### src/rtl/imem_loader.sv
`default_nettype none
// ============================================================================
// imem_loader : boot loader, byte stream -> big-endian words -> instr memory
// Revision    : 1.0
// ============================================================================
module imem_loader #(
  parameter int ADDR_W = 6,
  parameter int DATA_W = 32
) (
  input  logic              clk,
  input  logic              rst,
  input  logic              rx_valid,
  input  logic [7:0]        rx_data,
  output logic              rx_ready,
  input  logic              reload,
  output logic              imem_we,
  output logic [ADDR_W-1:0] imem_addr,
  output logic [DATA_W-1:0] imem_wdata,
  output logic              cpu_run,
  output logic              load_done,
  output logic              len_err
);

  typedef enum logic [2:0] {
    S_LEN_HI = 3'd0,
    S_LEN_LO = 3'd1,
    S_DATA   = 3'd2,
    S_WRITE  = 3'd3,
    S_DONE   = 3'd4
  } state_t;

  // One bit wider than the 16-bit length so the depth compare never truncates
  localparam logic [16:0] DEPTH = 17'(1) << ADDR_W;

  state_t      state;
  logic [7:0]  len_hi;
  logic [15:0] word_cnt;
  logic [15:0] word_idx;
  logic [1:0]  byte_cnt;
  logic [23:0] shift;

  logic        xfer;
  logic [15:0] idx_next;
  logic [15:0] n_new;

  assign xfer     = rx_valid & rx_ready;
  assign idx_next = word_idx + 16'd1;
  assign n_new    = {len_hi, rx_data};

  always_ff @(posedge clk) begin
    if (rst) begin
      state      <= S_LEN_HI;
      rx_ready   <= 1'b1;
      imem_we    <= 1'b0;
      imem_addr  <= '0;
      imem_wdata <= '0;
      cpu_run    <= 1'b0;
      load_done  <= 1'b0;
      len_err    <= 1'b0;
      len_hi     <= 8'd0;
      word_cnt   <= 16'd0;
      word_idx   <= 16'd0;
      byte_cnt   <= 2'd0;
      shift      <= 24'd0;
    end else begin
      case (state)
        S_LEN_HI: begin
          if (xfer) begin
            len_hi <= rx_data;
            state  <= S_LEN_LO;
          end
        end

        S_LEN_LO: begin
          if (xfer) begin
            word_cnt <= n_new;
            word_idx <= 16'd0;
            byte_cnt <= 2'd0;
            if ({1'b0, n_new} > DEPTH) begin
              len_err <= 1'b1;
            end
            if (n_new == 16'd0) begin
              state     <= S_DONE;
              rx_ready  <= 1'b0;
              cpu_run   <= 1'b1;
              load_done <= 1'b1;
            end else begin
              state <= S_DATA;
            end
          end
        end

        S_DATA: begin
          if (xfer) begin
            shift    <= {shift[15:0], rx_data};
            byte_cnt <= byte_cnt + 2'd1;
            // Fourth byte: present the word so the strobe is high during WRITE
            if (byte_cnt == 2'd3) begin
              state      <= S_WRITE;
              rx_ready   <= 1'b0;
              imem_we    <= ({1'b0, word_idx} < DEPTH);
              imem_addr  <= word_idx[ADDR_W-1:0];
              imem_wdata <= {shift, rx_data};
            end
          end
        end

        S_WRITE: begin
          imem_we  <= 1'b0;
          word_idx <= idx_next;
          if (idx_next == word_cnt) begin
            state     <= S_DONE;
            cpu_run   <= 1'b1;
            load_done <= 1'b1;
          end else begin
            state    <= S_DATA;
            rx_ready <= 1'b1;
          end
        end

        S_DONE: begin
          if (reload) begin
            state     <= S_LEN_HI;
            rx_ready  <= 1'b1;
            cpu_run   <= 1'b0;
            load_done <= 1'b0;
            len_err   <= 1'b0;
            word_idx  <= 16'd0;
            byte_cnt  <= 2'd0;
          end
        end

        default: begin
          state    <= S_LEN_HI;
          rx_ready <= 1'b1;
        end
      endcase
    end
  end

endmodule
`default_nettype wire

### config.mk
export PLATFORM = sky130hd
export DESIGN_NAME = imem_loader
export DESIGN_NICKNAME = d
export VERILOG_FILES = /design/src/rtl/imem_loader.sv
export SDC_FILE = /design/constraint.sdc
export NUM_CORES = 1
export LEC_CHECK = 0
export ABC_AREA = 1
export CORE_AREA = 2 2 93 95
export DETAILED_ROUTE_END_ITERATION = 8
export DIE_AREA = 0 0 95 97
export MAX_ROUTING_LAYER = met4
export PLACE_DENSITY = 0.95
export SLEW_MARGIN = 20
export SYNTH_ARGS = -nofsm -noshare
export SYNTH_HDL_FRONTEND = slang
export SYNTH_SLANG_ARGS = --single-unit
### constraint.sdc
create_clock -name clk -period 3.25 [get_ports clk]
set_clock_uncertainty 0.2 [all_clocks]
set_input_delay 0.4875 -clock clk [delete_from_list [all_inputs] [get_ports clk]]
set_output_delay 0.4875 -clock clk [all_outputs]
set_load 0.02 [all_outputs]
==> flow_summary.ini <==
[run_status]
outcome = finished, final reports clean

[routing]
wl_per_cell_um = 14.7
via_count = 4782
antenna_left = 0
post_drt_via_cell_ratio = 5.71
drc = 0
drtIter0Drc = 441
drtPass1Iterations = 6
finalWirelength_um = 12300

[synthesis]
postSynthAreaPerCell_um2 = 7.11
yosys_warnings = 0
synth_ff_type = dfxtp_1
netlist_instances = 682
syn-num-nets = 696
ys_seq_area_share_pct = 45.8
async_flop_share_pct = 0
synth_top_area_share_pct = 45.8
syn_area_mm2 = 0.00485
synth_commonest_cells = nand2_1, dfxtp_1, a21oi_1
synth-edff-count = 0
synth-seq-cells = 111
synth_most_common_cell = nand2_1
yosysTopAreaCell = dfxtp_1
ys_top_cells_by_area = dfxtp_1, nand2_1, a21oi_1, o21ai_0, inv_1
yosysUniqueCellTypes = 32

[clock_network]
cts.sinks = 111
cts.path.max_buffers = 2
clk-insertion-delay-late_ns = 0.37
path_clk_slew_ns = 0.11
cts_buffers = 9
cts_resized = 0
cts_setup_buffers = 0
htree_levels = 3
cts_hold_buf = 0
ctsRootBufferMaster = clkbuf_8
tritoncts = yes

[floorplan]
die_w_um = 95
rows = 33
die_area_mm2 = 0.00922
start_util_pct = 59.6
coreArea_mm2 = 0.00813
die_h_um = 97
num_io_pins = 55

[sta]
tightest_slew_ns = 0.623
fin_crit_ns = 2.38
max_freq_ghz = 0.420
rsz0062_at_grt = false
maxSlewHeadroom_pct = 58.5
setup_slack_ns = 0.867
final.setup.tns_ns = 0
finalMaxSlewViolations = 0
final-hold-violation-count = 0
fin_crit_sh_pct = 73.3
setup_violations = 0

[grt]
grt_pass1_vias = 4377
grt_first_pass_wirelength_um = 20600
grtUsageTotal_pct = 28.7
grt_overflow_total = 0
antenna_found_initial = 0
grt_max_degree = 72

[place]
post-place-ws_ns = 0.712
place.gp.congestion = 0.908
io_buffers = 54
hpwl_um = 8520
placed_area_mm2 = 0.00548

[power_and_ir_drop]
switching_power_mw = 1.10
clkPwrFrac_pct = 28.1
p_seq_share_pct = 48.5
peakVddDrop_mv = 0.440
p_per_area_mw_per_mm2 = 588
leakage_nw = 2.22
internal-power_mw = 2.26
p_sw_share_pct = 32.6
power_frac_comb_pct = 23.3

[critical_path]
cp.required_ns = 3.35
crit_path_max_fanout = 5
startpoint_type = flip-flop
arrival_ns = 2.49
crit_path_end_kind = flip-flop
worst-setup-path-type = flip-flop to flip-flop

[cells_and_area]
final_area_mm2 = 0.00571
diodes = 0
synthToLayoutAreaGrowth_pct = 17.7
layout-drive-gt1-share_pct = 5.60
nNetsFinal = 741

[min_path]
hp-class = flip-flop to flip-flop

[job]
drv_cap = 0
layer usage:
metal	global-route usage, %	part of all wire (%)	wire length, um
met1	37.4	42	5210
met4	8.70	2.9	357
met5	-	0	0
met2	45.1	48	5870
met3	5.53	7.1	872
power groups by stage:
stage / registers (mW) / clock network, mW / logic [mW]
after floorplan: 1.63 / 0 / 0.558
final: 1.63 / 0.944 / 0.784
after global placement: 1.64 / 0 / 0.725
after global routing: 1.65 / 1.01 / 0.887
after CTS: 1.62 / 0.953 / 0.772
after detailed placement: 1.65 / 0 / 0.757
registers in the layout, summed over array words and instances, names as in the netlist:
| name | flops |
|---|---|
| load_done | 1 |
| imem_wdata | 32 |
| rx_ready | 1 |
| len_hi | 8 |
| imem_addr | 6 |
| word_cnt | 16 |
| shift | 24 |
| state | 3 |
| len_err | 1 |
| word_idx | 16 |
| imem_we | 1 |
| byte_cnt | 2 |
through the flow:
stage               hold slack, ns  power (mW)  instances  util (%)
floorplan                    0.220        2.19        682         -
global route                 0.279        3.55        837      70.2
finish                       0.253        3.36        837      70.2
detailed placement           0.235        2.41        821      67.3
CTS                          0.245        3.35        837      70.2
global placement             0.227        2.37        821      67.3
worst max-delay path: stages, from the launching register on:
cell      delay (ns)
dfxtp_1         0.43
ha_1            0.24
nand2_1         0.13
nor2_4          0.17
nand2_1         0.11
nand2_1         0.09
nand2_1         0.05
nand2_1         0.07
inv_1           0.04
nor2_1          0.10
nand2_1         0.07
nor2_1          0.14
nand3_1         0.11
nand2_1         0.11
nand3b_1        0.12
a21oi_1         0.14
kinds of logic (layout without fill, tap and decap cells):
kind of cell | Yosys count | after routing | synth area share, %
AND/OR/NAND/NOR | 274 | 274 | 24.4
AO/OA/AOI/OAI | 180 | 180 | 20.0
buffers and inverters | 113 | 163 | 8.93
flip-flops | 111 | 111 | 45.8
adder cells (fa/ha/maj) | 2 | 2 | 0.516
XOR/XNOR | 2 | 2 | 0.361
layout make-up:
cell class | count | area [um^2]
inverter | 83 | 312
multi-input combinational | 458 | 2190
tap | 105 | 131
sequential | 111 | 2220
clock inverter | 6 | 96.3
clock buffer | 10 | 138
timing repair buffer | 64 | 616
fill | 601 | 2420
layout by cell type, fill, tap and decap left out:
cell type / netlist / routed
o21ai_1: 2 / 2
inv_6: 0 / 1
a211oi_1: 19 / 19
nor2_1: 61 / 61
o21ai_2: 1 / 1
nand3b_1: 8 / 8
o21ai_0: 67 / 67
nor4_1: 4 / 4
bufinv_16: 0 / 2
nand3_1: 37 / 37
o31ai_1: 1 / 1
dfxtp_1: 111 / 111
nor2_4: 2 / 2
o21bai_1: 1 / 1
or2_2: 1 / 1
buf_4: 1 / 10
clkbuf_8: 0 / 10
inv_8: 0 / 2
nor3_1: 3 / 3
clkdlybuf4s50_1: 0 / 54
a41oi_1: 1 / 1
xnor2_1: 1 / 1
a21oi_2: 1 / 1
inv_1: 82 / 82
a21oi_1: 86 / 86
inv_2: 1 / 1
nor2_2: 6 / 6
nand2_2: 2 / 2
nand2_1: 141 / 141
nand3_2: 1 / 1
clkinv_2: 0 / 1
xor2_1: 1 / 1
o211a_1: 1 / 1
ha_1: 2 / 2
nand4_1: 8 / 8
final timing paths:
kind	startpoint	end	slack, ns	cells past startpoint
setup / recovery	word_idx[0]	load_done	0.87	15
hold / removal	shift[19]	imem_wdata[27]	0.25	2
setup reg to reg	word_idx[0]	load_done	0.87	15
hold reg to reg	shift[19]	imem_wdata[27]	0.25	2
Note: power is estimated with default switching activity, not from simulation.
